===== src/rtl/rmii_rx_deframer_if.sv =====
// Byte-stream bus from the RMII receive deframer to the MAC receive slot logic.
`timescale 1ns/1ps
interface rmii_rx_deframer_if;
  logic [7:0]  rx_data;
  logic        rx_valid;
  logic        rx_sof;
  logic        rx_eof;
  logic [10:0] rx_len;
  logic        rx_crc_ok;
  logic        rx_err;

  modport master (
    output rx_data, rx_valid, rx_sof, rx_eof, rx_len, rx_crc_ok, rx_err
  );

  modport slave (
    input rx_data, rx_valid, rx_sof, rx_eof, rx_len, rx_crc_ok, rx_err
  );
endinterface


===== src/rtl/rmii_rx_deframer.sv =====
// RMII receive deframer: strips preamble/SFD, packs LSB-first dibits into
// bytes, runs CRC-32 over every emitted byte and reports frame status.
`timescale 1ns/1ps
module rmii_rx_deframer #(
  parameter int MAX_LEN = 1518,
  parameter int MIN_LEN = 64
) (
  input  logic               phy_rmii_clk,
  input  logic               sys_rst_n,
  input  logic               rx_en,
  input  logic               phy_rmii_crs,
  input  logic [1:0]         phy_rmii_rx_data,
  rmii_rx_deframer_if.master rx
);

  localparam logic [10:0] MAX_L       = 11'(MAX_LEN);
  localparam logic [10:0] MIN_L       = 11'(MIN_LEN);
  localparam logic [31:0] CRC_INIT    = 32'hFFFF_FFFF;
  localparam logic [31:0] CRC_RESIDUE = 32'hDEBB_20E3;
  localparam logic [31:0] CRC_POLY    = 32'hEDB8_8320;

  typedef enum logic [1:0] {IDLE, PREAMBLE, DATA, DROP} state_t;

  state_t      state_q, state_d;
  logic [3:0]  pre_cnt;
  logic [1:0]  phase;
  logic [7:0]  shreg;
  logic [10:0] byte_cnt;
  logic [31:0] crc;
  logic        oversize;

  logic        pre_load, pre_inc, start, shift, emit, ovf, close;
  logic [7:0]  byte_nxt;

  // Reflected CRC-32, one byte per call, LSB first.
  function automatic logic [31:0] crc_byte(input logic [31:0] c, input logic [7:0] b);
    logic [31:0] r;
    r = c ^ {24'h0, b};
    for (int i = 0; i < 8; i++) begin
      r = r[0] ? ((r >> 1) ^ CRC_POLY) : (r >> 1);
    end
    return r;
  endfunction

  // Newest dibit lands in the top bits so the first-received dibit ends up as bits [1:0].
  assign byte_nxt = {phy_rmii_rx_data, shreg[7:2]};

  // State register.
  always_ff @(posedge phy_rmii_clk or negedge sys_rst_n) begin
    if (!sys_rst_n) state_q <= IDLE;
    else            state_q <= state_d;
  end

  // Next-state decode and per-cycle datapath strobes.
  always_comb begin
    state_d  = state_q;
    pre_load = 1'b0;
    pre_inc  = 1'b0;
    start    = 1'b0;
    shift    = 1'b0;
    emit     = 1'b0;
    ovf      = 1'b0;
    close    = 1'b0;
    case (state_q)
      IDLE: begin
        if (phy_rmii_crs) begin
          if (rx_en && phy_rmii_rx_data == 2'b01) begin
            state_d  = PREAMBLE;
            pre_load = 1'b1;
          end else begin
            state_d = DROP;
          end
        end
      end
      PREAMBLE: begin
        if (!phy_rmii_crs) begin
          state_d = IDLE;
        end else if (phy_rmii_rx_data == 2'b01) begin
          pre_inc = 1'b1;
        end else if (phy_rmii_rx_data == 2'b11 && pre_cnt >= 4'd3) begin
          state_d = DATA;
          start   = 1'b1;
        end else begin
          state_d = DROP;
        end
      end
      DATA: begin
        if (!phy_rmii_crs) begin
          state_d = IDLE;
          close   = 1'b1;
        end else begin
          shift = 1'b1;
          if (phase == 2'd3) begin
            if (byte_cnt == MAX_L) begin
              ovf     = 1'b1;
              state_d = DROP;
            end else begin
              emit = 1'b1;
            end
          end
        end
      end
      DROP: begin
        if (!phy_rmii_crs) begin
          state_d = IDLE;
          // Only an oversize frame reaches DROP from DATA, so it still gets closed.
          close   = oversize;
        end
      end
      default: state_d = IDLE;
    endcase
  end

  // Preamble count, byte assembly, byte count and CRC accumulation.
  always_ff @(posedge phy_rmii_clk or negedge sys_rst_n) begin
    if (!sys_rst_n) begin
      pre_cnt  <= '0;
      phase    <= '0;
      shreg    <= '0;
      byte_cnt <= '0;
      crc      <= CRC_INIT;
      oversize <= 1'b0;
    end else begin
      if (pre_load)                      pre_cnt <= 4'd1;
      else if (pre_inc && pre_cnt != 4'hF) pre_cnt <= pre_cnt + 4'd1;
      if (start) begin
        phase    <= '0;
        byte_cnt <= '0;
        crc      <= CRC_INIT;
        oversize <= 1'b0;
      end else begin
        if (shift) begin
          phase <= phase + 2'd1;
          shreg <= byte_nxt;
        end
        if (emit) begin
          byte_cnt <= byte_cnt + 11'd1;
          crc      <= crc_byte(crc, byte_nxt);
        end
        if (ovf)   oversize <= 1'b1;
        if (close) oversize <= 1'b0;
      end
    end
  end

  // Registered byte stream and end-of-frame status.
  always_ff @(posedge phy_rmii_clk or negedge sys_rst_n) begin
    if (!sys_rst_n) begin
      rx.rx_data   <= '0;
      rx.rx_valid  <= 1'b0;
      rx.rx_sof    <= 1'b0;
      rx.rx_eof    <= 1'b0;
      rx.rx_len    <= '0;
      rx.rx_crc_ok <= 1'b0;
      rx.rx_err    <= 1'b0;
    end else begin
      rx.rx_valid <= emit;
      rx.rx_sof   <= emit && (byte_cnt == 11'd0);
      rx.rx_eof   <= close;
      if (emit) rx.rx_data <= byte_nxt;
      if (close) begin
        rx.rx_len    <= byte_cnt;
        rx.rx_crc_ok <= (crc == CRC_RESIDUE);
        rx.rx_err    <= (byte_cnt < MIN_L) || oversize || (phase != 2'd0);
      end
    end
  end

endmodule


===== src/flat_wrapper.sv =====
// flat-port wrapper written by rule: the top's interface ports become plain ports
module rmii_rx_deframer_flat 
#(
  parameter int MAX_LEN = 1518,
  parameter int MIN_LEN = 64
)
  (phy_rmii_clk, sys_rst_n, rx_en, phy_rmii_crs, phy_rmii_rx_data, rx_rx_data, rx_rx_valid, rx_rx_sof, rx_rx_eof, rx_rx_len, rx_rx_crc_ok, rx_rx_err);
  rmii_rx_deframer_if rx_i ();
  input  logic phy_rmii_clk;
  input  logic sys_rst_n;
  input  logic rx_en;
  input  logic phy_rmii_crs;
  input  logic [1:0] phy_rmii_rx_data;
  output wire logic [$bits(rx_i.rx_data)-1:0] rx_rx_data;
  output wire logic [$bits(rx_i.rx_valid)-1:0] rx_rx_valid;
  output wire logic [$bits(rx_i.rx_sof)-1:0] rx_rx_sof;
  output wire logic [$bits(rx_i.rx_eof)-1:0] rx_rx_eof;
  output wire logic [$bits(rx_i.rx_len)-1:0] rx_rx_len;
  output wire logic [$bits(rx_i.rx_crc_ok)-1:0] rx_rx_crc_ok;
  output wire logic [$bits(rx_i.rx_err)-1:0] rx_rx_err;
  assign rx_rx_data = rx_i.rx_data;
  assign rx_rx_valid = rx_i.rx_valid;
  assign rx_rx_sof = rx_i.rx_sof;
  assign rx_rx_eof = rx_i.rx_eof;
  assign rx_rx_len = rx_i.rx_len;
  assign rx_rx_crc_ok = rx_i.rx_crc_ok;
  assign rx_rx_err = rx_i.rx_err;
  rmii_rx_deframer #(.MAX_LEN(MAX_LEN), .MIN_LEN(MIN_LEN)) u_core (.phy_rmii_clk(phy_rmii_clk), .sys_rst_n(sys_rst_n), .rx_en(rx_en), .phy_rmii_crs(phy_rmii_crs), .phy_rmii_rx_data(phy_rmii_rx_data), .rx(rx_i));
endmodule

===== config.mk =====
export PLATFORM = sky130hd
export DESIGN_NAME = rmii_rx_deframer_flat
export DESIGN_NICKNAME = d
export VERILOG_FILES = /design/src/rtl/rmii_rx_deframer_if.sv /design/src/rtl/rmii_rx_deframer.sv /design/src/flat_wrapper.sv
export SDC_FILE = /design/constraint.sdc
export NUM_CORES = 1
export LEC_CHECK = 0
export CORE_UTILIZATION = 61
export CTS_BUF_LIST = sky130_fd_sc_hd__clkbuf_4
export CTS_CLUSTER_DIAMETER = 40
export DETAILED_ROUTE_END_ITERATION = 10
export MAX_ROUTING_LAYER = met4
export PLACE_DENSITY = 0.82
export SLEW_MARGIN = 20
export SYNTH_ARGS = -nofsm -noshare
export SYNTH_HDL_FRONTEND = slang
export SYNTH_SLANG_ARGS = --single-unit

===== constraint.sdc =====
create_clock -name phy_rmii_clk -period 2.3 [get_ports phy_rmii_clk]
set_input_delay 0.69 -clock phy_rmii_clk [delete_from_list [all_inputs] [get_ports phy_rmii_clk]]
set_output_delay 0.69 -clock phy_rmii_clk [all_outputs]
set_load 0.03 [all_outputs]

# Word level (Yosys, flattened, before mapping)
# Cells that the tools add are included.
dict set report word_totals {
  out_inout_bits 24
  regBits 84
  word_cells 110
  inputBits 6
}
dict set report classes {
  addsub 3
  bitwise 10
  mux 52
  n_eq_ne 14
  n_lt_le_gt_ge 2
  n_reduce_logical 15
}
# operator count
set op_table {}
lappend op_table {{$mux W32} 10}
lappend op_table {{$not A13 Y14} 8}
lappend op_table {{$eq A32 B32 Y1 const B} 1}
lappend op_table {{$xor A32 B8 Y32} 1}
lappend op_table {{$mux W1} 26}
lappend op_table {{$mux W11} 2}
lappend op_table {{$mux W2} 10}
lappend op_table {{$add A11 B1 Y11 const B} 1}
lappend op_table {{$eq A11 B11 Y1 const B} 1}
lappend op_table {{$logic_not A11 Y1} 1}
lappend op_table {{$lt A11 B7 Y1 const B} 1}
lappend op_table {{$eq A2 B2 Y1 const B} 4}
lappend op_table {{$mux W4} 2}
lappend op_table {{$pmux W2 S4} 1}
lappend op_table {{$reduce_bool A2 Y1} 4}
lappend op_table {{$ne A3 B2 Y1 const B} 2}
lappend op_table {{$reduce_and A5 Y1} 1}
lappend op_table {{$add A4 B1 Y4 const B} 1}
lappend op_table {{$eq A2 B1 Y1 const B} 2}
lappend op_table {{$ge A4 B2 Y1 const B} 1}
lappend op_table {{$logic_and A1 B1 Y1} 4}
lappend op_table {{$ne A2 B2 Y1 const B} 2}
lappend op_table {{$ne A4 B4 Y1 const B} 1}
lappend op_table {{$ne A3 B3 Y1 const B} 1}
lappend op_table {{7 further kinds} 8}

# Depth between registers and ports, before layout
# Gate-level depths: netlist of run 1.
dict set report depth {
  ltp_word 19
  ltp_mapped 10
  depth_no_buf 9
}

# Worst setup path after synthesis of run 1
# OpenSTA, ideal clock, no wires.
dict set report synth_path {
  path_kind {in2reg}
  from {in phy_rmii_rx_data[1]}
  to {reg u_core.crc[24]}
  slack_ps 186
  setup_time_ps 73
  required_ps 2227
  arrival_ps 2041
  path_buffers 0
  path_stages 5
  cell_sequence {xnor2_2 > xnor2_4 > xnor3_2 > xor2_1 > a21oi_1}
}
dict set report synth_via {
  elab_chain_cells 12
  word_cells_on_any_way 20
  cone_classes {2 x eq/ne; 14 x mux; 2 x bitwise; 2 x reduce/logical}
}
# item line_no
set synth_lines {}
lappend synth_lines {{start: declaration} flat_wrapper.sv:13} ;# input logic [1:0] phy_rmii_rx_data;
lappend synth_lines {{$xor A32 B8 Y32} rmii_rx_deframer.sv:38} ;# r = c ^ {24'h0, b};
lappend synth_lines {{$mux W32} rmii_rx_deframer.sv:40} ;# r = r[0] ? ((r >> 1) ^ CRC_POLY) : (r >> 1);
lappend synth_lines {{$not A13 Y14 (no line)} n/a}
lappend synth_lines {{$mux W32 (7 in a row)} rmii_rx_deframer.sv:40}
lappend synth_lines {{$mux W32} rmii_rx_deframer.sv:136} ;# if (emit) begin
lappend synth_lines {{$mux W32} rmii_rx_deframer.sv:126} ;# if (start) begin
lappend synth_lines {{end signal: assignment} rmii_rx_deframer.sv:138} ;# crc <= crc_byte(crc, byte_nxt);
lappend synth_lines {{end: declaration} rmii_rx_deframer.sv:29} ;# logic [31:0] crc;
# Parallel ways exist; a longest one is shown, timed or not. The select of a mux whose other input is x is not followed.
# A chain may end at the register's enable or synchronous reset.

# Final worst setup path of run 1
dict set report layout_path {
  from {reg u_core.rx.rx_data[5]}
  to {out rx_rx_data[5]}
}
# item line_no
set layout_lines {}
lappend layout_lines {{start: declaration} rmii_rx_deframer_if.sv:13} ;# output rx_data, rx_valid, rx_sof, rx_eof, rx_len, rx_crc_ok, rx_err
lappend layout_lines {{start signal: assignment} rmii_rx_deframer.sv:160} ;# if (emit) rx.rx_data <= byte_nxt;
lappend layout_lines {{end: declaration} flat_wrapper.sv:14} ;# output wire logic [$bits(rx_i.rx_data)-1:0] rx_rx_data;
# No word-level cell between the ends.

==> impl_metrics.env, run 1 <==
export IMPL_fin_ws_ns=0.113
export IMPL_crit_path_end_kind="output pin"
export IMPL_syn_area_um2=4180
export IMPL_criticalPathCategory="flip-flop to output pin"
export IMPL_fp_dieArea_um2=7190
export IMPL_whs_ns=0.189
export IMPL_syn_num_nets=420
export IMPL_slew_violations=0
export IMPL_top_layer_used="met4"
export IMPL_ant_nets=0
export IMPL_grt_pass1_wl_um=14700
export IMPL_fin_nets=470
export IMPL_routed_wl_met3_um=451
export IMPL_r2r_start="u_core.shreg[6]"
export IMPL_grt_pass1_vias=3023
export IMPL_crit_buf_inv=1
export IMPL_insertion_delay_ns=0.44
export IMPL_ys_warn_count=0
export IMPL_synth_edf_count=0
export IMPL_final_common_cell="nand2_1"
export IMPL_critPathSlowestCell="clkdlybuf4s50_1"
export IMPL_cts_resized=0
export IMPL_rows=29
export IMPL_cpPeakStageDelay_ns=0.69
export IMPL_p_int_mw=5.25
export IMPL_dp_hpwl_um=6180
export IMPL_hold_viol=0
export IMPL_finalClockSkew_ns=0.0223
export IMPL_drc_errors=1
export IMPL_routed_wl_met2_um=4050
export IMPL_power_mw=9.09
export IMPL_io_pins=30
export IMPL_violations="DRC"
export IMPL_syn_avg_cell_area_um2=10.2
export IMPL_swShare_pct=42.2
export IMPL_antenna_found_initial=0
export IMPL_slew_headroom_pct=55.1
export IMPL_start_util_pct=64.4
export IMPL_combPwrFrac_pct=61.4
export IMPL_clock_fmax_mhz=457
export IMPL_die_x_um=84.8
export IMPL_yosysUniqueCellTypes=40
export IMPL_cts_root_buf="clkbuf_4"
export IMPL_startpoint="u_core.rx.rx_data[5]"
export IMPL_min_path_type="input port to async pin"
export IMPL_vias=3124
export IMPL_antennaDiodeCount=0
export IMPL_wl_met1_um=4080
export IMPL_routedWlPerCell_um=16.2
export IMPL_async_reset_ff_share_pct=100
export IMPL_period_share_pct=95.1
export IMPL_ys_flop_type="dfrtp_1"
export IMPL_finalSetupViolCount=0
export IMPL_p_per_area_nw_per_um2=1860
export IMPL_coreArea_um2=6490
export IMPL_clk_pin_slew_ns=0.14
export IMPL_post_cts_buffers=0
export IMPL_ir_drop_mv=2.11
export IMPL_numCtsBuffers=9
export IMPL_worstSetupStartpointType="flip-flop"
export IMPL_worstPathRequired_ns=1.61
export IMPL_worst_pin_slew_ns=0.669
export IMPL_htree_levels=3
export IMPL_gp_congestion=0.920
export IMPL_via_per_inst=5.79
export IMPL_outcome="complete, but fails checks"
export IMPL_p_seq_share_pct=29.4
export IMPL_mostFrequentLayoutCells="nand2_1, dfrtp_1, xnor2_1"
export IMPL_holdBufCountCts=0
export IMPL_pwr_share_clk_pct=9.2
export IMPL_die_h_um=84.8
export IMPL_drt_iter0_markers=198
export IMPL_synth_seq_cells=82
export IMPL_p_sw_mw=3.84
export IMPL_cp_arrival_ns=1.50
export IMPL_cp_cell_sequence="clkdlybuf4s50_1"
export IMPL_cap_violations=0
export IMPL_finalCriticalPeriod_ns=2.19
export IMPL_wirelength_um=8760
export IMPL_ctsLongestPathBuffers=2
export IMPL_dp_slack_ns=-0.215
export IMPL_cts_tree="built"
export IMPL_grtUsageTotal_pct=27.5
export IMPL_syn_inst=408
export IMPL_ys_seq_area_share_pct=50.0
export IMPL_area_growth_pct=17.1
export IMPL_grt_max_degree=47
export IMPL_cts_sinks=82
export IMPL_globalRoute_totalOverflow=0
export IMPL_portBuffers=29
export IMPL_drive_above_1_share_pct=21.0
export IMPL_leakagePower_nw=2.15
export IMPL_firstDrtPassIters=7
export IMPL_rsz0062_at_grt="no"
export IMPL_cp_max_fo=2
export IMPL_critPathTopFamily="buffers and inverters"
==> per-stage QoR <==
| stage | cell area (µm²) | setup TNS, ns | utilization [%] | cells |
|---|---|---|---|---|
| 2_1_floorplan | 4180 | 0 | - | 408 |
| 3_3_place_gp | 4750 | -0.982 | 73.2 | 524 |
| 3_5_place_dp | 4750 | -2.57 | 73.2 | 524 |
| 4_1_cts | 4890 | 0 | 75.3 | 540 |
| 5_1_grt | 4900 | 0 | 75.4 | 540 |
| 6_report | 4900 | 0 | 75.4 | 540 |
==> flip-flops by register name, summed over array words and instances, names as in the netlist, 2 cells and up <==
signal	flops
u_core.phase	2
u_core.byte_cnt	11
u_core.state_q	2
u_core.pre_cnt	4
u_core.rx.rx_len	11
u_core.shreg	6
u_core.rx.rx_data	8
u_core.crc	32
==> final cells by class <==
type                       instances  area (µm²)
timing repair buffer              58         543
fill                             431        1600
tap                               77        96.3
clock buffer                       9        67.6
clock inverter                     7        68.8
inverter                           6        22.5
multi-input combinational        301        2010
sequential                        82        2090
==> synth_stat cells (7+ instances only) <==
cell	n	area [µm²]
nand2_1	62	233
dfstp_2	32	841
o21ai_0	12	60.1
a21oi_1	34	170
clkbuf_1	15	56.3
xnor2_1	38	333
dfrtp_1	50	1250
xnor2_2	8	130
nand4_1	7	43.8
xor2_1	29	254
nor3_1	30	150
nor2_1	22	82.6
==> cell families after synthesis <==
logic type | count (synthesis) | synth area share, %
simple gates | 156 | 18.1
flops | 82 | 50.0
xor+xnor | 78 | 18.8
compound gates | 53 | 6.85
buf+inv | 25 | 2.30
mux | 8 | 2.10
fa+ha+maj | 6 | 1.80
==> worst paths after layout <==
| kind | depth (start not counted) | slack (ns) | endpoint |
|---|---|---|---|
| worst max register to register | 5 | 0.19 | u_core.crc[24] |
| worst min register to register | 2 | 0.48 | u_core.rx.rx_len[3] |
| worst max-delay path | 1 | 0.11 | rx_rx_data[5] |
| worst min-delay path | 1 | 0.19 | u_core.rx.rx_eof |
| min in group phy_rmii_clk | 2 | 0.48 | u_core.rx.rx_len[3] |
| max in group asynchronous | 2 | 1.42 | u_core.crc[13] |
==> power groups by stage <==
stage | clock network, mW | registers (mW) | logic [mW]
2_1_floorplan | 0 | 2.71 | 3.85
3_3_place_gp | 0 | 2.66 | 5.34
3_5_place_dp | 0 | 2.69 | 5.53
4_1_cts | 0.846 | 2.67 | 5.57
5_1_grt | 0.900 | 2.74 | 6.03
6_report | 0.833 | 2.67 | 5.59
==> metal layers <==
layer / global-route usage, % / up-vias
met1: 38.0 / 1518
met4: 10.3 / 0
met5: - / -
li1: - / 1486
met2: 40.7 / 104
met3: 5.21 / 16
Note: power is estimated with default switching activity, not from simulation.
==> inputs of run 2 (changes only) <==
HOLD_SLACK_MARGIN = 0.06   (was default)
PLACE_DENSITY = 0.9   (was 0.82)
==> impl_metrics.env, run 2 (synthesis results as in run 1) <==
export IMPL_outcome="complete, but fails checks"
export IMPL_violations="DRC"
export IMPL_drc_errors=4
export IMPL_finalSetupViolCount=0
export IMPL_cts_tree="built"
export IMPL_fin_ws_ns=0.0846
export IMPL_worst_pin_slew_ns=0.659
export IMPL_slew_violations=0
export IMPL_startpoint="u_core.rx.rx_len[8]"
export IMPL_antenna_found_initial=0
export IMPL_portBuffers=29
export IMPL_die_x_um=84.8
export IMPL_p_per_area_nw_per_um2=1860
export IMPL_grt_max_degree=54
export IMPL_crit_buf_inv=1
export IMPL_post_route_cell_area_um2=4900
export IMPL_top_register="u_core.crc"
export IMPL_gp_congestion=0.943
export IMPL_period_share_pct=96.3
export IMPL_power_mw=9.11
export IMPL_holdBufCountCts=0
export IMPL_seq_area_um2=2090
export IMPL_io_pins=30
export IMPL_dp_slack_ns=-0.177
export IMPL_rsz0062_at_grt="no"
export IMPL_worstPathRequired_ns=1.61
export IMPL_mostFrequentLayoutCells="nand2_1, dfrtp_1, xnor2_1"
export IMPL_top_regs="u_core.crc x32, u_core.byte_cnt x11, u_core.rx.rx_len x11"
export IMPL_cp_cell_sequence="clkdlybuf4s50_1"
export IMPL_routedWlPerCell_um=17.8
export IMPL_place_area_um2=4720
export IMPL_globalRoute_totalOverflow=0
export IMPL_grtUsageTotal_pct=30.0
export IMPL_area_growth_pct=17.1
export IMPL_leakagePower_nw=2.15
export IMPL_criticalPathCategory="flip-flop to output pin"
export IMPL_largest_register_ffs=32
export IMPL_clock_fmax_mhz=451
export IMPL_r2r_start="u_core.shreg[6]"
export IMPL_rows=29
export IMPL_crit_path_end_kind="output pin"
export IMPL_cpPeakStageDelay_ns=0.68
export IMPL_drt_iter0_markers=321
export IMPL_nFillCells=412
export IMPL_post_cts_buffers=0
export IMPL_htree_levels=3
export IMPL_min_path_type="input port to async pin"
export IMPL_cts_sinks=82
export IMPL_firstDrtPassIters=7
export IMPL_clk_pin_slew_ns=0.15
export IMPL_die_h_um=84.8
export IMPL_dp_hpwl_um=6530
export IMPL_cp_arrival_ns=1.53
export IMPL_critPathSlowestCell="clkdlybuf4s50_1"
export IMPL_ant_nets=0
export IMPL_cts_resized=0
export IMPL_hold_viol=0
export IMPL_worstSetupStartpointType="flip-flop"
export IMPL_coreArea_um2=6490
export IMPL_critPathTopFamily="buffers and inverters"
export IMPL_fp_dieArea_um2=7190
export IMPL_cp_max_fo=2
export IMPL_final_common_cell="nand2_1"
export IMPL_grt_pass1_vias=3216
export IMPL_start_util_pct=64.4
export IMPL_cts_root_buf="clkbuf_4"
export IMPL_rrSetupSlack_ns=0.15
export IMPL_via_per_inst=6.03
export IMPL_cap_violations=0
export IMPL_fin_nets=466
export IMPL_finalCriticalPeriod_ns=2.22
export IMPL_grt_pass1_wl_um=15900
export IMPL_numCtsBuffers=9
export IMPL_wirelength_um=9540
export IMPL_drive_above_1_share_pct=20.5
export IMPL_reg2reg_to="u_core.crc[24]"
export IMPL_slew_headroom_pct=55.7
export IMPL_insertion_delay_ns=0.45
export IMPL_multi_input_area_um2=2010
export IMPL_finalClockSkew_ns=0.0222
export IMPL_antennaDiodeCount=0
export IMPL_crit_cells=1
export IMPL_ir_drop_mv=1.89
export IMPL_ff2ff_path_depth=5
export IMPL_ctsLongestPathBuffers=2
export IMPL_vias=3230
[run 2: cell types whose count changed in the layout (fill, tap and decap cells not counted), sizes merged]
| cell | change |
|---|---|
| buf | -4 |
| bufinv | +1 |
| clkbuf | +1 |
| clkinv | -1 |
| clkinvlp | -1 |
[run 2: layer usage]
layer	global-route usage (%)	wire length [µm]	part of all wire (%)
met5	-	0	0
met4	15.1	307	3.2
met3	5.31	541	5.7
met2	46.3	4600	48
met1	38.4	4090	43
[run 2: through the flow]
step	utilization, %	std cells	hold WS (ns)	setup TNS, ns
after CTS	75.3	536	0.274	0
final	75.4	536	0.257	0
after global placement	72.7	520	0.456	-0.759
after floorplan	-	408	0.394	0
after global routing	75.4	536	0.296	0
after detailed placement	72.7	520	0.461	-2.31
[run 2: final cells by class]
| type | instances | share of cell area (%) |
|---|---|---|
| multi-input combinational | 301 | 41.0 |
| sequential | 82 | 42.7 |
| timing repair buffer | 54 | 10.5 |
| tap | 77 | 1.97 |
| clock inverter | 6 | 1.87 |
| inverter | 6 | 0.460 |
| clock buffer | 10 | 1.53 |
[run 2: where the power goes]
group / internal (mW) / total [mW] / switching (mW)
registers: 2.14 / 2.70 / 0.561
logic: 2.68 / 5.43 / 2.75
clock network: 0.459 / 0.977 / 0.518
[run 2: how the worst max path moves through the flow]
| stage | endpoint | slack, ns |
|---|---|---|
| global route | rx_rx_len[8] | 0.02 |
| CTS | rx_rx_len[8] | 0.06 |
| global placement | u_core.crc[24] | -0.13 |
| finish | rx_rx_len[8] | 0.08 |
| detailed placement | u_core.crc[24] | -0.18 |
| floorplan | u_core.crc[24] | 0.19 |
==> inputs of run 3 (changes only) <==
CORE_UTILIZATION = 59   (was 61)
CTS_BUF_LIST = default   (was sky130_fd_sc_hd__clkbuf_4)
PLACE_DENSITY = 0.88   (was 0.9)
==> impl_metrics.env, run 3 (synthesis results as in run 1) <==
export IMPL_outcome="finished clean"
export IMPL_clk_pin_slew_ns=0.08
export IMPL_ctsLongestPathBuffers=2
export IMPL_grt_pass1_wl_um=15600
export IMPL_firstDrtPassIters=5
export IMPL_finalClockSkew_ns=0.00942
export IMPL_stdcell_count=563
export IMPL_post_cts_buffers=0
export IMPL_p_per_area_nw_per_um2=1820
export IMPL_cts_tree="built"
export IMPL_rsz0062_at_grt="no"
export IMPL_dp_hpwl_um=6520
export IMPL_start_util_pct=61.2
export IMPL_slew_violations=0
export IMPL_fin_ws_ns=0.115
export IMPL_insertion_delay_ns=0.36
export IMPL_cp_max_fo=21
export IMPL_whs_ns=0.242
export IMPL_ant_nets=0
export IMPL_crit_path_end_kind="flip-flop"
export IMPL_setup_tns_ns=0
export IMPL_cap_violations=0
export IMPL_ir_drop_mv=1.19
export IMPL_startpoint="u_core.byte_cnt[0]"
export IMPL_cts_sinks=82
export IMPL_portBuffers=29
export IMPL_dp_slack_ns=-0.202
export IMPL_area_growth_pct=20.1
export IMPL_finalCriticalPeriod_ns=2.18
export IMPL_gp_congestion=0.953
export IMPL_worst_pin_slew_ns=0.477
export IMPL_routedWlPerCell_um=16.5
export IMPL_power_mw=9.12
export IMPL_io_pins=30
export IMPL_globalRoute_totalOverflow=0
export IMPL_top_regs="u_core.crc x32, u_core.byte_cnt x11, u_core.rx.rx_len x11"
export IMPL_numCtsBuffers=9
export IMPL_htree_levels=3
export IMPL_final_common_cell="nand2_1"
export IMPL_worstPathRequired_ns=2.57
export IMPL_cts_root_buf="clkbuf_8"
export IMPL_period_share_pct=95.0
export IMPL_grtUsageTotal_pct=28.4
export IMPL_worstSetupStartpointType="flip-flop"
export IMPL_place_inst=547
export IMPL_mostFrequentLayoutCells="nand2_1, dfrtp_1, xnor2_1"
export IMPL_drive_above_1_share_pct=21.6
export IMPL_hold_viol=0
export IMPL_grt_pass1_vias=3227
export IMPL_vias=3235
export IMPL_cp_arrival_ns=2.46
export IMPL_nFillCells=463
export IMPL_clock_fmax_mhz=458
export IMPL_leakagePower_nw=2.20
export IMPL_rows=30
export IMPL_wirelength_um=9270
export IMPL_grt_max_degree=39
export IMPL_final_core_util_pct=73.5
export IMPL_top_register="u_core.crc"
export IMPL_slew_headroom_pct=68.0
export IMPL_fp_dieArea_um2=7430
export IMPL_antenna_found_initial=0
export IMPL_die_x_um=86.2
export IMPL_largest_register_ffs=32
export IMPL_holdBufCountCts=0
export IMPL_via_per_inst=5.75
export IMPL_fin_nets=474
export IMPL_post_route_cell_area_um2=5020
export IMPL_drt_iter0_markers=334
export IMPL_criticalPathCategory="flip-flop to flip-flop"
export IMPL_r2r_start="u_core.byte_cnt[0]"
export IMPL_coreArea_um2=6830
export IMPL_die_h_um=86.2
export IMPL_finalSetupViolCount=0
export IMPL_min_path_type="input port to async pin"
export IMPL_cts_resized=1
export IMPL_antennaDiodeCount=0
export IMPL_place_area_um2=4820
export IMPL_drc_errors=0
-- run 3: cell count changes in the layout (fill, tap and decap cells not counted) --
| cell | change |
|---|---|
| clkbuf_1 | +1 |
| clkbuf_4 | -10 |
| buf_4 | +7 |
| clkinv_4 | -1 |
| clkinv_2 | +2 |
| clkbuf_8 | +10 |
| buf_12 | +1 |
| inv_6 | -1 |
| bufinv_16 | -1 |
-- run 3: worst max-delay path: stages (launching register included) --
cell and delay (ns):
dfrtp_1 0.43, inv_1 0.16, ha_1 0.18, nand3b_1 0.11, nor3_2 0.27, nand2b_1 0.18
clkinv_1 0.10, buf_4 0.17, buf_12 0.15, nor3_1 0.28, a21oi_1 0.08
-- run 3: worst paths after layout --
| path | endpoint | slack (ns) | cells after the start |
|---|---|---|---|
| min reg2reg | u_core.rx.rx_len[3] | 0.48 | 2 |
| max reg2reg | u_core.crc[16] | 0.12 | 10 |
| max | u_core.crc[16] | 0.12 | 10 |
| min | u_core.rx.rx_valid | 0.24 | 1 |
| max in group asynchronous | u_core.crc[3] | 1.42 | 2 |
| min in group phy_rmii_clk | u_core.rx.rx_len[3] | 0.48 | 2 |
-- run 3: cell type report --
class	count	area [µm²]	share of cell area [%]
clock buffers	11	141	2.82
clock inverters	5	53.8	1.07
inverters	6	22.5	0.449
multi-input cells	301	2010	39.9
flip-flops and latches	82	2090	41.7
well taps	96	120	2.39
repair buffers	62	586	11.7
-- run 3: where the power goes --
part | internal (mW) | switching, mW
clock | 0.528 | 0.517
sequential | 2.14 | 0.545
combinational | 2.72 | 2.66
total | 5.40 | 3.72
-- run 3: metal layers --
| layer | vias to the layer above | wire length, µm | global-route usage [%] |
|---|---|---|---|
| met5 | - | 0 | - |
| met1 | 1576 | 3950 | 36.0 |
| met3 | 24 | 574 | 4.95 |
| met4 | 0 | 221 | 11.5 |
| li1 | 1491 | - | - |
| met2 | 144 | 4520 | 45.8 |
